File: config.mk
export PLATFORM = sky130hd
export DESIGN_NAME = rx_driver_flat
export DESIGN_NICKNAME = d
export VERILOG_FILES = /design/src/rtl/rx_driver_if.sv /design/src/rtl/rx_driver.sv /design/src/flat_wrapper.sv
export SDC_FILE = /design/constraint.sdc
export NUM_CORES = 2
export LEC_CHECK = 0
export CORE_MARGIN = 1
export CORE_UTILIZATION = 45
export CTS_BUF_LIST = sky130_fd_sc_hd__clkbuf_4
export CTS_CLUSTER_SIZE = 25
export DETAILED_ROUTE_END_ITERATION = 16
export PLACE_DENSITY = 0.58
export SYNTH_ARGS = -nofsm -noshare
export SYNTH_HDL_FRONTEND = slang
export SYNTH_SLANG_ARGS = --single-unit
File: constraint.sdc
create_clock -name Clock -period 2.82 [get_ports Clock]
set_clock_uncertainty 0.15 [all_clocks]
set_input_delay 0.282 -clock Clock [delete_from_list [all_inputs] [get_ports Clock]]
set_output_delay 0.282 -clock Clock [all_outputs]
set_load 0.01 [all_outputs]
File: src/rtl/rx_driver_if.sv
// Receive handshake bundle between the UART receiver and rx_driver.
// The receiver (master) presents a byte on RxData with RxReady and
// holds it until it sees RxAck; the driver (slave) answers with RxAck.
interface rx_driver_if;
  logic       RxReady;
  logic [7:0] RxData;
  logic       RxAck;

  modport master (
    output RxReady,
    output RxData,
    input  RxAck
  );

  modport slave (
    input  RxReady,
    input  RxData,
    output RxAck
  );
endinterface

File: src/rtl/rx_driver.sv
// rx_driver: collects bytes from the UART receiver into a byte buffer.
// A message closes on the terminator byte, on a full buffer, or after an
// inter-byte idle timeout; the buffer then stays frozen and readable
// until the host pulses MsgClear.
module rx_driver #(
  parameter int          DEPTH_LOG2     = 8,
  parameter logic [7:0]  TERM_CHAR      = 8'h0D,
  parameter logic [15:0] TIMEOUT_CYCLES = 16'd0
) (
  input  logic                  Clock,
  input  logic                  Reset,
  rx_driver_if.slave            rx,
  input  logic                  MsgClear,
  output logic                  MsgDone,
  output logic [DEPTH_LOG2:0]   MsgLen,
  output logic                  Overflow,
  output logic                  TimedOut,
  input  logic [DEPTH_LOG2-1:0] RdAddr,
  output logic [7:0]            RdData
);

  localparam int DEPTH = 2 ** DEPTH_LOG2;

  localparam logic [DEPTH_LOG2:0]   LEN_ZERO = {(DEPTH_LOG2+1){1'b0}};
  localparam logic [DEPTH_LOG2:0]   LEN_ONE  = {{DEPTH_LOG2{1'b0}}, 1'b1};
  localparam logic [DEPTH_LOG2:0]   LEN_FULL = {1'b1, {DEPTH_LOG2{1'b0}}};
  localparam logic [DEPTH_LOG2-1:0] PTR_ZERO = {DEPTH_LOG2{1'b0}};
  localparam logic [DEPTH_LOG2-1:0] PTR_ONE  = {{(DEPTH_LOG2-1){1'b0}}, 1'b1};
  localparam logic [15:0]           CNT_ZERO = 16'd0;
  localparam logic [15:0]           CNT_ONE  = 16'd1;

  typedef enum logic [1:0] {
    RX_IDLE = 2'b00,
    RX_ACK  = 2'b01,
    RX_DONE = 2'b10
  } rx_state_t;

  rx_state_t             state_r,     state_s;
  logic                  ack_r,       ack_s;
  logic                  done_r,      done_s;
  logic [DEPTH_LOG2:0]   len_r,       len_s;
  logic                  ovf_r,       ovf_s;
  logic                  to_r,        to_s;
  logic [DEPTH_LOG2-1:0] wr_ptr_r,    wr_ptr_s;
  logic [15:0]           idle_cnt_r,  idle_cnt_s;
  logic [7:0]            last_byte_r, last_byte_s;
  logic                  wr_en_s;
  logic [DEPTH_LOG2:0]   len_inc_s;
  logic [15:0]           cnt_inc_s;
  logic [7:0]            rd_data_r;

  logic [7:0] mem [0:DEPTH-1];

  // Next-state and next-output logic for the receive handshake FSM.
  always_comb begin
    state_s     = state_r;
    ack_s       = ack_r;
    done_s      = done_r;
    len_s       = len_r;
    ovf_s       = ovf_r;
    to_s        = to_r;
    wr_ptr_s    = wr_ptr_r;
    idle_cnt_s  = idle_cnt_r;
    last_byte_s = last_byte_r;
    wr_en_s     = 1'b0;
    len_inc_s   = len_r + LEN_ONE;
    cnt_inc_s   = idle_cnt_r + CNT_ONE;

    case (state_r)
      RX_IDLE: begin
        ack_s = 1'b0;
        if (rx.RxReady) begin
          // A new byte always wins over an idle timeout on the same edge.
          wr_en_s     = 1'b1;
          last_byte_s = rx.RxData;
          ack_s       = 1'b1;
          idle_cnt_s  = CNT_ZERO;
          state_s     = RX_ACK;
        end else if ((len_r != LEN_ZERO) && (TIMEOUT_CYCLES != CNT_ZERO)) begin
          if (cnt_inc_s == TIMEOUT_CYCLES) begin
            to_s       = 1'b1;
            done_s     = 1'b1;
            idle_cnt_s = CNT_ZERO;
            state_s    = RX_DONE;
          end else begin
            idle_cnt_s = cnt_inc_s;
          end
        end else begin
          idle_cnt_s = CNT_ZERO;
        end
      end

      RX_ACK: begin
        if (!rx.RxReady) begin
          ack_s    = 1'b0;
          wr_ptr_s = wr_ptr_r + PTR_ONE;
          len_s    = len_inc_s;
          // Termination is checked first so a terminator in the last slot
          // does not count as an overflow.
          if (last_byte_r == TERM_CHAR) begin
            done_s  = 1'b1;
            state_s = RX_DONE;
          end else if (len_inc_s == LEN_FULL) begin
            ovf_s   = 1'b1;
            done_s  = 1'b1;
            state_s = RX_DONE;
          end else begin
            state_s = RX_IDLE;
          end
        end else begin
          ack_s = 1'b1;
        end
      end

      RX_DONE: begin
        ack_s  = 1'b0;
        done_s = 1'b1;
        if (MsgClear) begin
          wr_ptr_s   = PTR_ZERO;
          len_s      = LEN_ZERO;
          done_s     = 1'b0;
          ovf_s      = 1'b0;
          to_s       = 1'b0;
          idle_cnt_s = CNT_ZERO;
          state_s    = RX_IDLE;
        end else begin
          state_s = RX_DONE;
        end
      end

      default: begin
        state_s     = RX_IDLE;
        ack_s       = 1'b0;
        done_s      = 1'b0;
        len_s       = LEN_ZERO;
        ovf_s       = 1'b0;
        to_s        = 1'b0;
        wr_ptr_s    = PTR_ZERO;
        idle_cnt_s  = CNT_ZERO;
        last_byte_s = 8'h00;
      end
    endcase
  end

  // State and registered-output update; Reset overrides every input.
  always_ff @(posedge Clock) begin
    if (Reset) begin
      state_r     <= RX_IDLE;
      ack_r       <= 1'b0;
      done_r      <= 1'b0;
      len_r       <= LEN_ZERO;
      ovf_r       <= 1'b0;
      to_r        <= 1'b0;
      wr_ptr_r    <= PTR_ZERO;
      idle_cnt_r  <= CNT_ZERO;
      last_byte_r <= 8'h00;
    end else begin
      state_r     <= state_s;
      ack_r       <= ack_s;
      done_r      <= done_s;
      len_r       <= len_s;
      ovf_r       <= ovf_s;
      to_r        <= to_s;
      wr_ptr_r    <= wr_ptr_s;
      idle_cnt_r  <= idle_cnt_s;
      last_byte_r <= last_byte_s;
    end
  end

  // Buffer write port; contents deliberately survive Reset.
  always_ff @(posedge Clock) begin
    if (wr_en_s && !Reset) begin
      mem[wr_ptr_r] <= rx.RxData;
    end
  end

  // Registered buffer read port, one-cycle latency in every state.
  always_ff @(posedge Clock) begin
    if (Reset) begin
      rd_data_r <= 8'h00;
    end else begin
      rd_data_r <= mem[RdAddr];
    end
  end

  assign rx.RxAck = ack_r;
  assign MsgDone  = done_r;
  assign MsgLen   = len_r;
  assign Overflow = ovf_r;
  assign TimedOut = to_r;
  assign RdData   = rd_data_r;

endmodule

File: src/flat_wrapper.sv
// flat-port wrapper written by rule: the top's interface ports become plain ports
module rx_driver_flat 
#(
  parameter int          DEPTH_LOG2     = 8,
  parameter logic [7:0]  TERM_CHAR      = 8'h0D,
  parameter logic [15:0] TIMEOUT_CYCLES = 16'd0
)
  (Clock, Reset, MsgClear, MsgDone, MsgLen, Overflow, TimedOut, RdAddr, RdData, rx_RxReady, rx_RxData, rx_RxAck);
  rx_driver_if rx_i ();
  input  logic Clock;
  input  logic Reset;
  input  logic MsgClear;
  output logic MsgDone;
  output logic [DEPTH_LOG2:0] MsgLen;
  output logic Overflow;
  output logic TimedOut;
  input  logic [DEPTH_LOG2-1:0] RdAddr;
  output logic [7:0] RdData;
  input wire logic [$bits(rx_i.RxReady)-1:0] rx_RxReady;
  input wire logic [$bits(rx_i.RxData)-1:0] rx_RxData;
  output wire logic [$bits(rx_i.RxAck)-1:0] rx_RxAck;
  assign rx_i.RxReady = rx_RxReady;
  assign rx_i.RxData = rx_RxData;
  assign rx_RxAck = rx_i.RxAck;
  rx_driver #(.DEPTH_LOG2(DEPTH_LOG2), .TERM_CHAR(TERM_CHAR), .TIMEOUT_CYCLES(TIMEOUT_CYCLES)) u_core (.Clock(Clock), .Reset(Reset), .rx(rx_i), .MsgClear(MsgClear), .MsgDone(MsgDone), .MsgLen(MsgLen), .Overflow(Overflow), .TimedOut(TimedOut), .RdAddr(RdAddr), .RdData(RdData));
endmodule
# Word level (Yosys, flattened, before mapping)
# Memories as Yosys holds them, arrays and structs flattened. A register that Yosys moved wholly into a read port is not among the register bits.
# Index checks and enable logic that the tools add are counted.
[classes] n_addsub=2 eq_ne=10 n_mux=28 bitwise=3 reduce_logical=12
[op_table] operator="9-bit one-hot mux with 3 select lines" count=1
[op_table] operator="8-bit 2-to-1 mux" count=3
[op_table] operator="8-bit one-hot mux with 3 select lines" count=1
[op_table] operator="9-bit 2-to-1 mux" count=2
[op_table] operator="8-bit one-hot mux with 2 select lines" count=1
[op_table] operator="1-bit 2-to-1 mux" count=11
[op_table] operator="2-bit 2-to-1 mux" count=5
[op_table] operator="9-bit by 1-bit adder with 9-bit output (second input constant)" count=1
[op_table] operator="9-bit equality test (second input constant)" count=1
[op_table] operator="8-bit by 1-bit adder with 8-bit output (second input constant)" count=1
[op_table] operator="8-bit by 4-bit equality test with 1-bit output (second input constant)" count=1
[op_table] operator="2-bit inequality test (second input constant)" count=4
[op_table] operator="1-bit one-hot mux with 3 select lines" count=2
[op_table] operator="2-bit one-hot mux with 3 select lines" count=1
[op_table] operator="2-bit AND reduction" count=3
[op_table] operator="3-bit AND reduction" count=2
[op_table] operator="2-bit OR reduction" count=3
[op_table] operator="5-bit AND reduction" count=1
[op_table] operator="3-bit by 1-bit inequality test with 1-bit output (second input constant)" count=1
[op_table] operator="1-bit inverter" count=3
[op_table] operator="2-bit by 1-bit equality test with 1-bit output (second input constant)" count=1
[op_table] operator="2-bit equality test (second input constant)" count=1
[op_table] operator="2-bit zero test" count=1
[op_table] operator="2-bit by 1-bit inequality test with 1-bit output (second input constant)" count=1
[op_table] operator="other kinds (3)" count=3
[totals] register_bits=31 mem_bits_rw=2048 output_inout_bits=21 elab_cells=64 memories=1
[mem_list] memory="u_core.mem" words=256 word_bits=8 rd=1 rd_clocked_by_memory_dff=1 write_ports=1 line="rx_driver.sv:52" rtl="logic [7:0] mem [0:DEPTH-1];"

# Logic depth before layout (Yosys ltp)
[logic_depth] word_depth=6 depth_mapped=12 ltp_nobuf=8

# Least setup slack after synthesis
# Ideal clock, no wire load.
[synth_timing] kind="register to register" from="register u_core.state_r[1]" to="memory u_core.mem[101][0] (enable)" arrival_time_ns=1.817 required_time_ns=2.300 setup_slack_ns=0.483 stages_incl_launch_ff=9 path_buffers=1 period_less_slack_ns=2.337 cell_sequence="dfxtp_1 > inv_1 > ha_1 > nand2_1 > nor2_1 > and2_1 > nand2_1 > clkbuf_1 > nor2_1"
[synth_via] elab_chain_len=5
[synth_rtl] element="from (decl)" line="rx_driver.sv:38" rtl="rx_state_t state_r, state_s;"
[synth_rtl] element="from (signal assigned)" line="rx_driver.sv:158" rtl="state_r <= state_s;"
[synth_rtl] element="2-bit zero test" line="rx_driver.sv:69" rtl="case (state_r)"
[synth_rtl] element="1-bit 2-to-1 mux" line="rx_driver.sv:69"
[synth_rtl] element="1-bit logical AND" line="rx_driver.sv:172" rtl="if (wr_en_s && !Reset) begin"
[synth_rtl] element="1-bit 2-to-1 mux" line="rx_driver.sv:172"
[synth_rtl] element="1-bit 2-to-1 mux (not written as such)" line="rx_driver.sv:173" rtl="mem[wr_ptr_r] <= rx.RxData;"
[synth_rtl] element="to (decl)" line="rx_driver.sv:52"
# No other way between the ends.

==> results.txt <==
Worst-path maximum fanout -> 13
Tot GR Track Use -> 24.0%
Ratio of cells with drive above 1 in the final layout -> 35.3%
Critical path's most frequent cell -> buf_12
RSZ-0062 raised after global routing -> false
Synthesis Warnings -> 0
Fill count -> 14200
Area of the multi-input gates -> 17500 sq um
Final worst slack -> -0.0544 ns
Largest cells by area after synthesis -> edfxtp_1, mux4_2, mux2i_1
Final hold slack -> 0.168 ns
DR pass1 iterations -> 5
Yosys top cell by area -> edfxtp_1
Crit start category -> input port
Vias per Instance -> 5.64
Synthesis-stage register bit count -> 2086
Final cycle utilization of the critical path -> 102%
IO Pins -> 41
Period minus WS final -> 2.87 ns
H-tree depth -> 6
Die area -> 182000 sq um
Gr ovfl total -> 0
Reg clk slew, reported paths -> 0.06 ns
NumNets Final -> 5344
Slowest CP cell -> nor4_1
Failing checks -> setup timing
Clock buffer depth -> 4
Routability Congestion -> 0.881
Post-synth top area share -> 75.6%
First-pass GRT wire length -> 314 mm
CTS tree -> done
HP Class -> input port to register
Largest net degree at the start of global routing -> 111
Max-slew violations -> 0
Clock sinks -> 2086
DRC -> 0
Cell area after layout -> 97200 sq um
Max_cap viols -> 0
Worst ir drop on vdd -> 0.467 mV
Syn nets -> 4218
Final hold vios -> 0
PwrDens -> 654 nW/um^2
Final wirelength -> 218 mm
Clk root buf -> clkbuf_4
Synth-to-layout area growth -> 19.6%
Seq/Total Area, Yosys -> 76.6%
Outcome -> finished with violations
Max-slew headroom -> 13.6%
Initial antenna violation count -> 13
WS Path Type -> input port to register
Starting DRT DRC Count -> 4894
Unique masters post-synth -> 58
Fmax -> 348 MHz
Cells after Synth -> 4188
Mapped Area -> 81300 sq um
Total area of sequential cells -> 62300 sq um
IO buf count -> 39
Setup violations, final -> 1
Worst-margin pin slew -> 1.29 ns
Placed cell areas -> 89800 sq um
EDFF count, synth -> 2048
Post-synth ARST share -> 0%
Via Count -> 45400
Share of the core filled with cells -> 54.3%
HPWL Detailed -> 137 mm
WL per Instance -> 27.0 microns
Initial Util -> 45.4%
Die W -> 427 microns
Vias in the first global route -> 46300
Required @ worst endpoint -> 3.85 ns
Core ar. -> 179000 sq um
Main flop type after synthesis -> edfxtp_1
Post-CTS setup buffers -> 0
Static Leak -> 0.0336 uW
CP Cell Sequence -> dlygate4sd3_1, buf_8, buf_4, buf_12, buf_12, buf_12, mux4_2, mux2i_1, buf_4, nor2_1, nor4_1, a2111o_1, o22ai_1
Cts bufs inserted -> 564
Critical Path AT -> 3.90 ns
Critical Path End Type -> register
Post-Syn Area per Cell -> 19.4 sq um
Chip Height -> 427 microns
Row count -> 155
Worst path max stage delay -> 0.89 ns
Antenna-violating nets left -> 0
Worst-Skew Late Latency -> 1.36 ns
-- flip-flops by register name (all words and copies together), names as in the netlist --
| signal | count |
|---|---|
| u_core.mem | 2048 |
| u_core.MsgLen | 9 |
| u_core.RdData | 8 |
| u_core.last_byte_r | 8 |
| u_core.wr_ptr_r | 8 |
| u_core.state_r | 2 |
| u_core.MsgDone | 1 |
| u_core.Overflow | 1 |
| u_core.rx.RxAck | 1 |
-- final timing paths --
| path | from | end | slack (ns) | cells past startpoint |
|---|---|---|---|---|
| min reg2reg | u_core.MsgLen[2]$_SDFFE_PP0P_ | u_core.MsgLen[2]$_SDFFE_PP0P_ | 0.35 | 2 |
| max reg2reg | u_core.mem[251][5]$_DFFE_PP_ | u_core.RdData[5]$_SDFF_PP0_ | 0.09 | 7 |
| min | rx_RxReady | u_core.state_r[0]$_SDFFE_PP0P_ | 0.17 | 6 |
| max | RdAddr[0] | u_core.RdData[5]$_SDFF_PP0_ | -0.05 | 13 |
-- report_power, final --
| part | switching, uW | leakage (uW) | total (uW) | internal, uW |
|---|---|---|---|---|
| logic | 2060 | 0.0108 | 3440 | 1380 |
| clock network | 12000 | 0.00415 | 26100 | 14100 |
| registers | 41.3 | 0.0187 | 34100 | 34000 |
-- cell families (layout without fill, tap and decap cells) --
kind of cell	after synthesis	in the layout	synth area share, %
buf+inv	265	1762	1.93
flops	2086	2086	76.6
mux	758	758	14.2
simple gates	594	594	3.25
xor+xnor	7	7	0.0754
compound gates	467	467	3.85
other cells	1	10	0.00461
fa+ha+maj	10	10	0.154
-- layout make-up --
class	count	area share [%]
sequential	2086	64.1
multi-input combinational	1837	18.0
timing repair buffer	818	7.78
clock buffer	826	6.38
tap	2355	3.03
clock inverter	111	0.664
inverter	7	0.0270
antenna	9	0.0232
-- what timing repair did --
action                      CTS  global route
resized for setup            38             3
hold endpoints to repair   2085             0
setup endpoints to repair    18             3
pin swaps                     0             0
hold buffers                 37             0
-- worst max-delay path: cells and delay by family --
family	cells	cell delay, ns
multiplexers	2	0.71
buffers and inverters	7	1.65
AO/OA/AOI/OAI	2	0.28
AND/OR/NAND/NOR	2	0.94
-- layout by cell type, fill, tap and decap left out, types with 13 or more instances in the layout --
| cell | synthesis | final |
|---|---|---|
| mux2i_1 | 424 | 424 |
| inv_2 | 1 | 22 |
| nor3_1 | 47 | 47 |
| a21oi_1 | 55 | 55 |
| o22ai_1 | 152 | 152 |
| a221oi_1 | 40 | 40 |
| nand3_1 | 43 | 42 |
| nor4_1 | 16 | 13 |
| mux4_2 | 312 | 312 |
| a22oi_1 | 71 | 71 |
| dfxtp_1 | 38 | 23 |
| mux2_2 | 22 | 22 |
| o21ai_0 | 60 | 60 |
| dlygate4sd2_1 | 0 | 17 |
| nand2_1 | 79 | 79 |
| a211oi_1 | 24 | 24 |
| buf_4 | 29 | 656 |
| or2_2 | 17 | 17 |
| edfxtp_1 | 2048 | 2048 |
| nor2_1 | 324 | 323 |
| buf_12 | 1 | 87 |
| dlygate4sd3_1 | 0 | 29 |
| clkinv_1 | 0 | 71 |
| o211ai_1 | 16 | 16 |
| clkbuf_4 | 0 | 826 |
-- through the flow --
stage	setup slack [ns]	total power, uW	setup TNS, ns	instances
4_1_cts	0.00606	64300	0	8040
6_report	-0.0544	63600	-0.0544	8049
3_5_place_dp	-0.837	38100	-4.52	7066
5_1_grt	0.0232	66100	0	8048
3_3_place_gp	-1.00	38100	-5.06	7065
2_1_floorplan	0.483	36300	0	4188
-- synthesized netlist by cell type, types with 3 or more instances --
master / count
nand4_1: 9
and2_1: 10
ha_1: 10
nand3_1: 43
buf_4: 29
a2111oi_0: 8
mux4_2: 312
a21oi_1: 55
o2111ai_1: 9
mux2_2: 22
o22ai_1: 152
nor2_1: 324
o21ai_0: 60
or2_2: 17
o2bb2ai_1: 3
a221oi_1: 40
o41ai_1: 6
or3_1: 4
clkbuf_1: 120
a21o_1: 3
edfxtp_1: 2048
and3_1: 8
o21a_1: 6
nor2b_1: 12
o211ai_1: 16
a22o_1: 3
nor3_1: 47
a22oi_1: 71
a2111o_1: 5
buf_6: 50
buf_2: 48
nor4_1: 16
buf_1: 9
inv_1: 6
a211oi_1: 24
nand4b_1: 4
nand3b_1: 7
mux2i_1: 424
nand2_1: 79
dfxtp_1: 38
nor3b_1: 3
or3b_2: 3
xor2_1: 5
-- metal layers --
| layer | wire [microns] | GRT usage, % | vias up |
|---|---|---|---|
| li1 | - | - | 19800 |
| met1 | 92500 | 33.7 | 23400 |
| met2 | 103000 | 37.2 | 1901 |
| met3 | 17600 | 5.79 | 302 |
| met4 | 4590 | 7.43 | 8 |
| met5 | 54 | 0 | - |
Power figures use the tool's default switching activity.
